## src/rtl/m72_video_timing.sv

```systemverilog
// M72 board B video timing: pixel enable, HE/VE beam counters, sync/blank decode,
// scroll-latch strobes from CPU I/O writes, and vblank/raster interrupt requests.
module m72_video_timing #(
  parameter int unsigned H_TOTAL   = 512,
  parameter int unsigned V_TOTAL   = 284,
  parameter bit          RASTER_EN = 1'b1
) (
  input  logic        CLK_32M,
  input  logic        reset,
  input  logic        IO_WR,
  input  logic [7:0]  IO_A,
  input  logic [1:0]  BYTE_SEL,
  input  logic [15:0] DIN,
  output logic        DCLK_EN,
  output logic [9:0]  HE,
  output logic [8:0]  VE,
  output logic        HBLK,
  output logic        VBLK,
  output logic        HS,
  output logic        VS,
  output logic        NL,
  output logic [1:0]  HSCK,
  output logic [1:0]  VSCK,
  output logic        INT_VBL,
  output logic        INT_RAS,
  input  logic [1:0]  INT_ACK
);

  localparam int unsigned HW = 10;
  localparam int unsigned VW = 9;
  localparam logic [HW-1:0] H_LAST   = HW'(H_TOTAL - 1);
  localparam logic [VW-1:0] V_LAST   = VW'(V_TOTAL - 1);
  localparam logic [VW:0]   V_TOT_X  = (VW + 1)'(V_TOTAL);
  localparam logic [VW-1:0] VBL_LINE = VW'(272);

  logic [1:0]    pre;
  logic [VW-1:0] ras;
  logic [VW-1:0] ve_nxt;
  logic          wrap;
  logic          wr;
  logic [7:0]    addr;
  logic          ras_ok;

  assign wrap   = DCLK_EN && (HE == H_LAST);
  assign ve_nxt = (VE == V_LAST) ? '0 : VE + VW'(1);
  assign wr     = IO_WR && BYTE_SEL[0];
  assign addr   = {IO_A[7:1], 1'b0};
  assign ras_ok = RASTER_EN && ({1'b0, ras} < V_TOT_X);

  // Blank/sync decode straight from the registered beam counters
  assign HBLK = (HE < 10'd64) || (HE >= 10'd448);
  assign HS   = (HE >= 10'd464) && (HE < 10'd496);
  assign VBLK = (VE < 9'd16) || (VE >= 9'd272);
  assign VS   = (VE >= 9'd274) && (VE < 9'd277);

  // Prescaler and beam counters; DCLK_EN is registered so it is high while pre==3
  always_ff @(posedge CLK_32M or posedge reset) begin
    if (reset) begin
      pre     <= '0;
      DCLK_EN <= 1'b0;
      HE      <= '0;
      VE      <= '0;
    end else begin
      pre     <= pre + 2'd1;
      DCLK_EN <= (pre == 2'd2);
      if (DCLK_EN) begin
        if (wrap) begin
          HE <= '0;
          VE <= ve_nxt;
        end else begin
          HE <= HE + HW'(1);
        end
      end
    end
  end

  // CPU port decode: one-cycle scroll strobes plus flip and raster registers
  always_ff @(posedge CLK_32M or posedge reset) begin
    if (reset) begin
      HSCK <= '0;
      VSCK <= '0;
      NL   <= 1'b0;
      ras  <= '0;
    end else begin
      VSCK <= {wr && (addr == 8'h84), wr && (addr == 8'h80)};
      HSCK <= {wr && (addr == 8'h86), wr && (addr == 8'h82)};
      if (wr && (addr == 8'h02)) NL <= DIN[2];
      if (wr && (addr == 8'h40)) ras[7:0] <= DIN[7:0];
      if (wr && (addr == 8'h42)) ras[8] <= DIN[0];
    end
  end

  // Level interrupt requests; a set on the same edge as an ack takes priority
  always_ff @(posedge CLK_32M or posedge reset) begin
    if (reset) begin
      INT_VBL <= 1'b0;
      INT_RAS <= 1'b0;
    end else begin
      if (wrap && (ve_nxt == VBL_LINE)) INT_VBL <= 1'b1;
      else if (INT_ACK[0])              INT_VBL <= 1'b0;
      if (wrap && ras_ok && (ve_nxt == ras)) INT_RAS <= 1'b1;
      else if (INT_ACK[1])                   INT_RAS <= 1'b0;
    end
  end

endmodule

```

## config.mk

```make
export PLATFORM = sky130hd
export DESIGN_NAME = m72_video_timing
export DESIGN_NICKNAME = d
export VERILOG_FILES = /design/src/rtl/m72_video_timing.sv
export SDC_FILE = /design/constraint.sdc
export NUM_CORES = 1
export LEC_CHECK = 0
export ABC_AREA = 1
export BUFFER_PORTS_ARGS = -buffer_cell sky130_fd_sc_hd__buf_2
export CAP_MARGIN = 20
export CORE_MARGIN = 2
export CORE_UTILIZATION = 55
export CTS_CLUSTER_DIAMETER = 200
export DETAILED_ROUTE_END_ITERATION = 7
export PLACE_DENSITY_LB_ADDON = 0.1
export RECOVER_POWER = 25
export SLEW_MARGIN = 20
export SYNTH_ARGS = -nofsm -noshare
export SYNTH_HDL_FRONTEND = slang
export SYNTH_SLANG_ARGS = --single-unit
```

## constraint.sdc

```tcl
create_clock -name CLK_32M -period 2.6 [get_ports CLK_32M]
set_clock_uncertainty 0.15 [all_clocks]
set_input_delay 0.13 -clock CLK_32M [delete_from_list [all_inputs] [get_ports CLK_32M]]
set_output_delay 0.13 -clock CLK_32M [all_outputs]
set_load 0.01 [all_outputs]
```

======== After elaboration in Yosys (flattened, before gate mapping) ========
Cells that the tools add are included.
W data, S select, Z words.
storage, ports and cells
  flip-flop bits (word level) ............. 38
  input bits .............................. 31
  output and inout bits ................... 31
  word-level logic and storage cells ...... 60
operators by class
  add/subtract/negate cells ............... 3
  magnitude comparators ................... 9
  equal/unequal tests ..................... 12
  mux-type cells .......................... 6
  reductions and logical operators ........ 19
operators with widths
  cell                     number
  $eq A7 B7 Y1 const B     4
  $ge A10 B9 Y1 const B    2
  $eq A9 B9 Y1 const B     2
  $ge A9 B9 Y1 const B     2
  $lt A9 B9 Y1 const B     2
  $eq A7 B6 Y1 const B     2
  $logic_and A1 B1 Y1      14
  $add A10 B1 Y10 const B  1
  $eq A10 B9 Y1 const B    1
  $lt A10 B7 Y1 const B    1
  $lt A10 B9 Y1 const B    1
  $mux W10                 1
  $add A9 B1 Y9 const B    1
  $eq A9 B9 Y1             1
  $lt A9 B5 Y1 const B     1
  $mux W9                  1
  $eq A7 B1 Y1 const B     1
  $mux W1                  4
  $reduce_bool A2 Y1       2
  $add A2 B1 Y2 const B    1
  $eq A2 B2 Y1 const B     1
  $logic_or A1 B1 Y1       2
  $reduce_and A2 Y1        1

======== Depth between registers and ports, before layout ========
Gate-level depths: netlist (run 1).
  word-level depth ........................ 5
  mapped depth ............................ 14
  depth with buffers taken out ............ 12

======== Least setup slack after synthesis (run 1) ========
Ideal clock, no wire load.
  path kind ............................... register -> register
  start ................................... register VE[1]
  end ..................................... register INT_RAS
  setup time .............................. 0.117 ns
  arrival ................................. 1.422 ns
  setup slack ............................. 0.911 ns
  cell stages (with the launch flop) ...... 14
  clock period less this slack ............ 1.689 ns
  path through ............................ dfrtp_1 ha_1 nand2_1 nor2_1 nand2_2 buf_6 nand2_1 nand2_1 nand2_1 nor2_1 nand2_1 nor2_1 nand3_1 nand2_1
between the ends
  cells in the longest elaborated chain, start to end .. 5
  elaborated cells on any way between the ends .. 7
  those cells by class .................... 1 x add/sub; 2 x eq/ne; 2 x mux; 2 x reduce/logical
RTL lines
  item                                                  RTL line  text
  start: declaration                                    16        output logic [8:0] VE,
  start signal: assignment                              69        VE <= ve_nxt;
  $add A9 B1 Y9 / $eq A9 B9 Y1 (equally long branches)  45        assign ve_nxt = (VE == V_LAST) ? '0 : VE + VW'(1);
  $mux W9 *                                             45
  $eq A9 B9 Y1 *                                        101       if (wrap && ras_ok && (ve_nxt == ras)) INT_RAS <= 1'b1;
  $logic_and A1 B1 Y1 *                                 101
  $mux W1 / $reduce_bool A2 Y1 (equally long branches)  n/a
  end signal: assignment                                97        INT_RAS <= 1'b0;
  end signal: assignment                                101
  end signal: assignment                                102       else if (INT_ACK[1]) INT_RAS <= 1'b0;
  end: declaration                                      25        output logic INT_RAS,
Mark *: on every way between the ends. The rest lies on a longest branch, timed or not.
A chain may end at the register's enable or synchronous reset.

======== Worst setup path in the final report (run 1) ========
  start ................................... register VE[0]
  end ..................................... register INT_RAS
The elaborated chain is that of the path after synthesis.

==> key figures, run 1 <==
Die
  • CORE AREA: 3660 um2
  • Die height: 65.5 um
  • I/O pin count: 62
  • Starting Density: 56.8%
  • FP Rows: 22
  • Die area: 4290 um2
  • Die W: 65.5 um

Placement
  • I/O Buffers: 51
  • Placed inst area: 2370 um2
  • GP Congestion: 0.854
  • HPWL Detailed: 3090 um

Routing
  • DR WL/cell: 11.0 um
  • Drt pass-1 iters: 4
  • DRT antenna net count: 0
  • Iter 0 DRT Violations: 118
  • Detailed-route via count: 1909
  • DRC viols: 0
  • Vias/cell: 4.97
  • DRT Wirelength: 4240 um

Clock tree
  • Clock Sinks: 38
  • Root buffer cell: clkbuf_8
  • Hold Buf Count CTS: 14
  • CTS buffer count: 5
  • H-tree depth: 2
  • CTS Buffer Depth: 2
  • Post-CTS setup buffer count: 0
  • Clk_lat worst skew: 0.29 ns
  • CTS clk-pin slew, worst paths: 0.07 ns
  • CTS-repair resized insts: 0
  • CTS tree: done

Global routing
  • Largest net degree at the start of global routing: 39
  • Vias in the first global route: 1781
  • Grt total ovfl: 0
  • Number of antenna violations at the first check in global routing: 0
  • GR Util All Layers: 22.6%
  • First-pass GRT wire length: 7430 um

Synthesis
  • Seq/Total Area, Yosys: 45.7%
  • Synthesized net count: 302
  • Post-Syn Area: 2080 um2
  • Syn Area/Cell: 7.79 um2
  • Yosys cell types: 31
  • Yosys warns: 0
  • Flops & latches, synth: 38
  • Syn Inst Count: 267

Status
  • Run status: complete, no violations

Power and ir drop
  • Lkg Pwr: 0.00140 uW
  • Pwr dens: 421 nW/um2
  • Max IR drop VDD: 0.297 mV

STA
  • # setup viols final: 0
  • RSZ-0062 raised after global routing: false
  • F_max: 536 MHz
  • Transition time at the pin with the least slew margin: 0.939 ns
  • Fin. Hold Viols: 0
  • Slew Limit Fails: 0
  • Final Cycle Share: 71.7%
  • Slew margin rel.: 37.4%
  • TNS Setup: 0 ns
  • Period minus WS final: 1.86 ns

Final layout
  • NumNets Final: 370
  • Most common cell after layout, fill and taps aside: nand2_1
  • Register Area: 951 um2
  • Inserted Diodes: 0
  • Share of cells above drive strength 1: 22.0%
  • Design area: 2610 um2
  • Most frequent cells in the layout: nand2_1, buf_2, dfrtp_1
  • Syn-to-layout area delta: 25.3%
  • Fill cells: 304
  • Multi-input logic area: 940 um2

Flow run
  • Max cap viols: 0

Setup path
  • Max FO, Critical Path: 11
  • CP Data Required Time: 2.68 ns
  • Worst Setup Start Kind: flop
  • Crit path DAT: 1.94 ns
  • Critical Path Sink Type: flop
  • Critical path type: flop to flop

Min path
  • Worst min path class: input port to flop
## area by class of cell
cell class | count | area share [%]
Clock buffer | 6 | 3.17
Clock inverter | 2 | 0.480
Inverter | 41 | 5.90
Multi-Input combinational cell | 182 | 36.1
Sequential cell | 38 | 36.5
Tap cell | 48 | 2.30
Timing Repair Buffer | 67 | 15.6
## final timing paths
check | from | cells after the start | endpoint | slack [ns]
max | VE[0] | 12 | INT_RAS | 0.74
min | IO_A[5] | 3 | ras[8] | 0.05
max reg2reg | VE[0] | 12 | INT_RAS | 0.74
min reg2reg | pre[0] | 1 | pre[0] | 0.26
max in group asynchronous | reset | 4 | ras[1] | 1.17
min in group asynchronous | reset | 4 | VSCK[1] | 0.55
## cells in the mapped netlist, drive strengths merged
| library cell | n | area (um2) |
|---|---|---|
| nand2 | 69 | 262 |
| xnor3 | 1 | 22.5 |
| nor4 | 4 | 25.0 |
| o21ai | 20 | 100 |
| nand3 | 18 | 105 |
| clkinv | 1 | 3.75 |
| xor2 | 8 | 70.1 |
| dfrtp | 38 | 951 |
| a21oi | 10 | 50.1 |
| or2 | 1 | 6.26 |
| mux2 | 2 | 22.5 |
| a31oi | 1 | 6.26 |
| nand4 | 5 | 31.3 |
| nor3b | 1 | 7.51 |
| ha | 4 | 50.1 |
| clkbuf | 3 | 11.3 |
| nor3 | 4 | 20.0 |
| inv | 40 | 150 |
| nand3b | 2 | 18.8 |
| nor4b | 1 | 15.0 |
| buf | 3 | 23.8 |
| o211ai | 1 | 7.51 |
| nor2 | 30 | 120 |
## state kept, by name, indices dropped and copies added, names as in the netlist
register	flops
ras	9
pre	2
INT_VBL	1
VE	9
DCLK_EN	1
HSCK	2
INT_RAS	1
VSCK	2
HE	10
NL	1
## logic make-up (layout without fill, tap and decap cells)
family | count (synthesis) | after routing | share of synthesized area (%)
AND/OR/NAND/NOR | 135 | 135 | 29.4
buffers and inverters | 47 | 116 | 9.09
flip-flops | 38 | 38 | 45.7
AO/OA/AOI/OAI | 32 | 32 | 7.88
XOR/XNOR | 9 | 9 | 4.45
adder cells (fa/ha/maj) | 4 | 4 | 2.41
multiplexers | 2 | 2 | 1.08
## stage by stage
step | instances | total power (uW) | worst slack (ns) | hold slack, ns | utilization [%]
after floorplan | 267 | 650 | 0.911 | 0.0522 | -
after global placement | 362 | 674 | 0.753 | 0.113 | 64.9
after detailed placement | 362 | 677 | 0.749 | 0.135 | 64.9
after CTS | 384 | 1110 | 0.725 | 0.0422 | 71.3
after global routing | 384 | 1150 | 0.458 | 0.0680 | 71.2
final | 384 | 1100 | 0.736 | 0.0477 | 71.2
## worst max-delay path, cell delays in order, from the launching register on
cell	delay, ns
dfrtp_1	0.45
ha_1	0.27
nand2_1	0.08
nor2_1	0.04
nand2_2	0.19
nand2_1	0.13
nand2_1	0.07
nand2_1	0.04
nor2_1	0.08
nand2_1	0.06
nor2_1	0.08
nand3_1	0.08
nand2_1	0.07
## report_power, final
part	switching, uW	internal, uW
clock	204	213
combinational	37.7	37.2
sequential	6.43	599
## routing by layer
metal | up-vias | track usage (%) | part of all wire, %
met1 | 868 | 28.3 | 44
met3 | 6 | 6.16 | 5.8
met5 | - | 0 | 0
met2 | 50 | 38.5 | 49
li1 | 985 | - | -
met4 | 0 | 6.51 | 1.2
No activity file was read; power rests on OpenSTA's default activity.
==> run 2: changes to the inputs <==
ABC_AREA = 0   (was 1)
CORE_UTILIZATION = 47   (was 55)
clock period = 1.5 ns   (was 2.6 ns; I/O delays follow)
==> run 2 against run 1 <==
The run now ends with setup timing left. Total power grew 77%. Global-route usage up 0.52 points. Non-clock buffer count increased by 73. Synthesized area is 3.7% higher. Die area is 20% higher. Core utilization is 10 points higher. Wire length is 47% higher. Clock power rose by 80%. Maximum frequency fell by 20%. Critical endpoint unchanged.
==> key figures, run 2 <==
STA
  • Slew margin rel.: 41.2% (was 37.4%)
  • Slew Limit Fails: 0 (unchanged)
  • Min setup slack post-route: -0.816 ns (was 0.736 ns)
  • Transition time at the pin with the least slew margin: 0.882 ns (was 0.939 ns)
  • F_max: 432 MHz (was 536 MHz)
  • Fin. Hold Viols: 0 (unchanged)
  • RSZ-0062 raised after global routing: true (was false)
  • Period minus WS final: 2.32 ns (was 1.86 ns)
  • Final Cycle Share: 154% (was 71.7%)
  • # setup viols final: 22 (was 0)
  • WHS: 0.0427 ns (was 0.0477 ns)

Clock tree
  • Clock Sinks: 38 (unchanged)
  • CTS Buffer Depth: 2 (unchanged)
  • CTS clk-pin slew, worst paths: 0.08 ns (was 0.07 ns)
  • Clk_lat worst skew: 0.29 ns (about the same)
  • Root buffer cell: clkbuf_8 (unchanged)
  • CTS tree: done (unchanged)
  • CTS buffer count: 5 (unchanged)
  • H-tree depth: 2 (unchanged)

Final layout
  • Inserted Diodes: 0 (unchanged)
  • Design area: 3560 um2 (was 2610 um2)
  • Most common cell after layout, fill and taps aside: buf_4 (was nand2_1)
  • Syn-to-layout area delta: 65.0% (was 25.3%)
  • Share of cells above drive strength 1: 54.4% (was 22.0%)
  • Multi-input logic area: 1360 um2 (was 940 um2)
  • Largest regs: HE (10), VE (9), ras (9) (unchanged)
  • NumNets Final: 387 (was 370)
  • Fill cells: 269 (was 304)
  • Register Area: 955 um2 (was 951 um2)
  • Most frequent cells in the layout: buf_4, buf_2, dfrtp_1 (was nand2_1, buf_2, dfrtp_1)
  • Top reg by flops: HE (unchanged)
  • Max reg flops: 10 (unchanged)

Power and ir drop
  • Switching part of the total: 23.4% (was 22.6%)
  • Sw power: 455 uW (was 248 uW)
  • Lkg Pwr: 0.00176 uW (was 0.00140 uW)
  • Comb pwr share: 7.6% (was 6.8%)
  • Max IR drop VDD: 0.641 mV (was 0.297 mV)
  • Sequential power share: 53.8% (was 55.2%)
  • Tot Pwr: 1950 uW (was 1100 uW)
  • Pwr dens: 547 nW/um2 (was 421 nW/um2)
  • Clk pwr share: 38.5% (was 38.0%)
  • P_int: 1490 uW (was 849 uW)

Routing
  • Detailed-route via count: 2188 (was 1909)
  • DRC viols: 0 (unchanged)
  • DR WL/cell: 15.4 um (was 11.0 um)
  • Vias/cell: 5.40 (was 4.97)
  • Drt pass-1 iters: 4 (unchanged)
  • DRT Wirelength: 6230 um (was 4240 um)
  • DRT antenna net count: 0 (unchanged)
  • Iter 0 DRT Violations: 101 (was 118)

Synthesis
  • Syn Area/Cell: 10.0 um2 (was 7.79 um2)
  • Synthesized net count: 250 (was 302)
  • Seq/Total Area, Yosys: 44.1% (was 45.7%)
  • Synth top area share: 44.1% (was 45.7%)
  • Cell taking the most area after synthesis: dfrtp_1 (unchanged)
  • Post-synthesis async set-or-reset flop share: 100% (unchanged)
  • Ys flop type: dfrtp_1 (unchanged)
  • Yosys warns: 0 (unchanged)
  • Post-Syn Area: 2160 um2 (was 2080 um2)
  • Flops & latches, synth: 38 (unchanged)
  • Synth area leaders: dfrtp_1, xnor2_1, mux2_2 (was dfrtp_1, nand2_1, inv_1)
  • Top-count cell post-synth: dfrtp_1 (was nand2_1)
  • Yosys cell types: 45 (was 31)
  • Syn Inst Count: 215 (was 267)
  • Post-synth EDFFs: 0 (unchanged)
  • Commonest cells post-synth: dfrtp_1, nand2_1, nor2_1 (was nand2_1, dfrtp_1, inv_1)

Global routing
  • Number of antenna violations at the first check in global routing: 0 (unchanged)
  • Largest net degree at the start of global routing: 39 (unchanged)
  • Vias in the first global route: 2066 (was 1781)
  • GR Util All Layers: 23.2% (was 22.6%)
  • Grt total ovfl: 0 (unchanged)
  • First-pass GRT wire length: 9340 um (was 7430 um)

Setup path
  • CP Data Required Time: 1.54 ns (was 2.68 ns)
  • Most common cell on crit path: or4b_4 (was nand2_1)
  • Worst Setup Start Kind: flop (unchanged)
  • Critical Path Sink Type: flop (unchanged)
  • Max FO, Critical Path: 4 (was 11)
  • Critical path type: flop to flop (unchanged)
  • Crit-path slowest cell: or4b_4 (was dfrtp_1)
  • Worst path max stage delay: 0.54 ns (was 0.45 ns)
  • Crit-path cells: or4b_4, or4b_4, a211oi_2, o221ai_1, o32ai_1 (was ha_1, nand2_1, nor2_1, nand2_2, nand2_1, nand2_1, nand2_1, nor2_1, nand2_1, nor2_1, nand3_1, nand2_1)
  • Crit path DAT: 2.36 ns (was 1.94 ns)

Flow run
  • Max cap viols: 0 (unchanged)

Die
  • I/O pin count: 62 (unchanged)
  • CORE AREA: 4380 um2 (was 3660 um2)
  • Die height: 71.7 um (was 65.5 um)
  • Starting Density: 49.2% (was 56.8%)
  • Die W: 71.7 um (was 65.5 um)
  • FP Rows: 24 (was 22)
  • Die area: 5150 um2 (was 4290 um2)

Status
  • Run status: finished, violations left (was complete, no violations)
  • Violated checks: setup timing

Min path
  • Worst min path class: input port to flop (unchanged)

Placement
  • HPWL Detailed: 4010 um (was 3090 um)
  • Placed inst area: 2940 um2 (was 2370 um2)
  • GP Congestion: 0.832 (was 0.854)
  • I/O Buffers: 51 (unchanged)
  • Worst slack, placed: -0.787 ns (was 0.749 ns)
## run 2: cell types whose count changed after synthesis, moves of 9 or more
| cell | previous run | this run |
|---|---|---|
| inv_1 | 35 | 8 |
| mux2_2 | 0 | 12 |
| nand2_1 | 68 | 19 |
| nor2_1 | 27 | 17 |
| nor3_1 | 4 | 13 |
| o21ai_0 | 16 | 5 |
| xnor2_1 | 0 | 16 |
## run 2: repair_timing
action / CTS / global route
hold endpoints to repair: 54 / 0
pin swaps: 9 / 13
setup buffers: 7 / 7
gates resized for setup: 28 / 30
hold buffers: 16 / 0
endpoints found under the setup margin: 27 / 30
## run 2: layer usage
| metal | global-route usage, % | vias up | wire, um |
|---|---|---|---|
| met2 | 40.0 | 62 | 3150 |
| met1 | 29.7 | 1074 | 2710 |
| met4 | 5.03 | 0 | 54 |
| met3 | 5.34 | 7 | 321 |
| li1 | - | 1045 | - |
| met5 | 0 | - | 0 |
## run 2: kinds of logic after synthesis
logic type,Yosys count,share of synthesized area [%]
buf+inv,18,5.34
compound gates,25,8.24
mux,13,6.73
fa+ha+maj,4,2.32
flops,38,44.1
simple gates,92,23.1
xor+xnor,25,10.2
## run 2: area by class of cell
cell class	instances	area share (%)
clock buffer	6	2.32
clock inverter	2	0.352
inverter	8	0.844
multi-input combinational	159	38.1
sequential	38	26.8
tap	52	1.83
timing repair buffer	140	29.7
## run 2: power groups by stage
stage / Combinational (uW) / Sequential, uW / Clock, uW
after floorplan: 54.8 / 1070 / 0
after global placement: 114 / 1070 / 0
after detailed placement: 116 / 1070 / 0
after CTS: 148 / 1050 / 753
after global routing: 163 / 1050 / 818
final: 149 / 1050 / 750
## run 2: worst paths after layout
path,start,to,slack (ns),depth (start not counted)
worst max-delay path,VE[5],INT_RAS,-0.82,5
worst min-delay path,IO_A[7],VSCK[1],0.04,4
worst max register to register,VE[5],INT_RAS,-0.82,5
worst min register to register,pre[0],pre[0],0.27,1
max in group asynchronous,reset,HE[2],0.14,4
min in group asynchronous,reset,HE[3],0.44,4
## run 2: worst max-delay path, delay by kind of cell, from the launching register on
kind,cells,cell delay [ns]
AND/OR/NAND/NOR,2,1.08
AO/OA/AOI/OAI,3,0.60
flip-flops,1,0.38
## run 2: stage by stage
stage	util, %	TNS (ns)	cells
after global placement	67.0	-7.33	368
after CTS	77.2	-5.82	399
after global routing	81.2	-7.87	405
after detailed placement	67.0	-8.11	368
final	81.2	-6.91	405
after floorplan	-	-6.40	215
==> run 3: changes to the inputs <==
HOLD_SLACK_MARGIN = 0.15   (was unset)
==> run 3 against run 2 <==
Largest cell class unchanged. Sequential power about the same. Worst hold slack better by 0.093 ns. Die area stayed put. Critical path depth is the same. Largest power group unchanged. First-iteration DRC count rose by 13%. The run still ends with setup timing left. Sequential cell count did not move.
==> key figures, run 3 (synthesis results as in run 2) <==
Final layout
  • Design area: 3550 um2 (was 3560 um2)
  • Inserted Diodes: 0 (unchanged)
  • Fill cells: 272 (was 269)
  • Share of cells above drive strength 1: 54.5% (was 54.4%)
  • Largest regs: HE (10), VE (9), ras (9) (unchanged)
  • Top reg by flops: HE (unchanged)
  • Syn-to-layout area delta: 64.5% (was 65.0%)
  • Most common cell after layout, fill and taps aside: buf_4 (unchanged)
  • Max reg flops: 10 (unchanged)
  • NumNets Final: 386 (was 387)
  • Most frequent cells in the layout: buf_4, buf_2, dfrtp_1 (unchanged)

Routing
  • Iter 0 DRT Violations: 114 (was 101)
  • Detailed-route via count: 2186 (was 2188)
  • Drt pass-1 iters: 4 (unchanged)
  • DR WL/cell: 15.4 um (about the same)
  • DRT antenna net count: 0 (unchanged)
  • Vias/cell: 5.41 (was 5.40)
  • DRC viols: 0 (unchanged)
  • DRT Wirelength: 6210 um (was 6230 um)

Setup path
  • CP Data Required Time: 1.54 ns (about the same)
  • Max FO, Critical Path: 4 (unchanged)
  • Worst path max stage delay: 0.54 ns (about the same)
  • Critical Path Sink Type: flop (unchanged)
  • Critical path type: flop to flop (unchanged)
  • Crit-path cells: or4b_4, or4b_4, a211oi_2, o221ai_1, o32ai_1 (unchanged)
  • Worst Setup Start Kind: flop (unchanged)
  • Crit-path slowest cell: or4b_4 (unchanged)
  • FF-to-FF End: INT_RAS (unchanged)
  • Crit path DAT: 2.36 ns (about the same)
  • Register-to-Register Setup Slack: -0.81 ns (was -0.82 ns)
  • Most common cell on crit path: or4b_4 (unchanged)
  • Reg-to-Reg Start: VE[5] (unchanged)
  • Reg2Reg Depth: 5 (unchanged)

STA
  • RSZ-0062 raised after global routing: true (unchanged)
  • Period minus WS final: 2.31 ns (was 2.32 ns)
  • Transition time at the pin with the least slew margin: 0.880 ns (was 0.882 ns)
  • Slew margin rel.: 41.3% (was 41.2%)
  • Min setup slack post-route: -0.814 ns (was -0.816 ns)
  • Fin. Hold Viols: 0 (unchanged)
  • Slew Limit Fails: 0 (unchanged)
  • Final Cycle Share: 154% (about the same)
  • F_max: 432 MHz (about the same)
  • # setup viols final: 23 (was 22)

Placement
  • HPWL Detailed: 4010 um (unchanged)
  • I/O Buffers: 51 (unchanged)
  • GP Congestion: 0.832 (unchanged)
  • Placed inst area: 2940 um2 (unchanged)

Power and ir drop
  • Pwr dens: 548 nW/um2 (was 547 nW/um2)
  • Max IR drop VDD: 0.643 mV (was 0.641 mV)
  • Tot Pwr: 1940 uW (was 1950 uW)
  • Lkg Pwr: 0.00176 uW (about the same)

Global routing
  • Vias in the first global route: 2041 (was 2066)
  • Grt total ovfl: 0 (unchanged)
  • Largest net degree at the start of global routing: 39 (unchanged)
  • First-pass GRT wire length: 9300 um (was 9340 um)
  • GR Util All Layers: 23.1% (was 23.2%)
  • Number of antenna violations at the first check in global routing: 0 (unchanged)

Die
  • CORE AREA: 4380 um2 (unchanged)
  • Die W: 71.7 um (unchanged)
  • I/O pin count: 62 (unchanged)
  • Die height: 71.7 um (unchanged)
  • Die area: 5150 um2 (unchanged)
  • FP Rows: 24 (unchanged)
  • Starting Density: 49.2% (unchanged)

Min path
  • Worst Hold End: ras[8] (was VSCK[1])
  • Worst min path class: input port to flop (unchanged)
  • Hold path startpoint: IO_A[2] (was IO_A[7])
  • Hold depth: 5 (was 4)

Clock tree
  • CTS Buffer Depth: 2 (unchanged)
  • Clock Sinks: 38 (unchanged)
  • CTS buffer count: 5 (unchanged)
  • H-tree depth: 2 (unchanged)
  • Clk_lat worst skew: 0.29 ns (about the same)
  • CTS tree: done (unchanged)
  • Root buffer cell: clkbuf_8 (unchanged)
  • CTS clk-pin slew, worst paths: 0.08 ns (about the same)

Status
  • Violated checks: setup timing (unchanged)
  • Run status: finished, violations left (unchanged)

Flow run
  • Max cap viols: 0 (unchanged)
## run 3: cell types whose count changed in the layout (fill, tap and decap cells not counted), sizes merged
cell,previous run,this run
dlygate4sd3,16,15
## run 3: through the flow
step	util [%]	hold slack (ns)	std cells	setup TNS (ns)	worst slack, ns
final	80.9	0.136	404	-6.87	-0.814
after global routing	80.9	0.155	404	-7.92	-0.882
after CTS	76.9	0.110	398	-6.78	-0.803
after detailed placement	67.0	0.0675	368	-8.11	-0.787
after global placement	67.0	0.0668	368	-7.33	-0.762
after floorplan	-	-0.00952	215	-6.40	-0.911
## run 3: final cells by class
type	count	area (um2)	area share, %
Inverter	8	30.0	0.846
Clock buffer	6	82.6	2.33
Clock inverter	2	12.5	0.353
Timing Repair Buffer	139	1050	29.5
Sequential cell	38	955	26.9
Multi-Input combinational cell	159	1360	38.2
Tap cell	52	65.1	1.83
## run 3: metal layers
| layer | track usage (%) | wire length [um] | share of wire, % |
|---|---|---|---|
| met1 | 30.0 | 2660 | 43 |
| met2 | 39.4 | 3140 | 51 |
| met3 | 5.34 | 337 | 5.4 |
| met4 | 5.03 | 73 | 1.2 |
| met5 | 0 | 0 | 0 |
## run 3: how the worst max path moves through the flow
| stage | from | to | cells past startpoint |
|---|---|---|---|
| 5_1_grt | VE[5] | INT_RAS | 5 |
| 3_3_place_gp | VE[5] | INT_RAS | 5 |
| 2_1_floorplan | VE[5] | INT_RAS | 6 |
| 4_1_cts | VE[5] | INT_RAS | 5 |
| 6_report | VE[5] | INT_RAS | 5 |
| 3_5_place_dp | VE[5] | INT_RAS | 5 |
## run 3: power breakdown
part | switching (uW) | internal, uW | total, uW
Clock | 379 | 370 | 749
Sequential | 10.3 | 1040 | 1050
Combinational | 63.8 | 83.1 | 147
Total | 453 | 1490 | 1940
## run 3: timing repair
item,in CTS,in global routing
hold buffers,15,2
resized for setup,28,30
pin swaps,9,13
setup buffers,7,7
endpoints found under the hold margin,54,5
setup endpoints to repair,27,32
## run 3: critical path: cells and delay by family (launching register included)
family          cells  cell delay, ns
compound gates      3            0.60
simple gates        2            1.08
flops               1            0.38
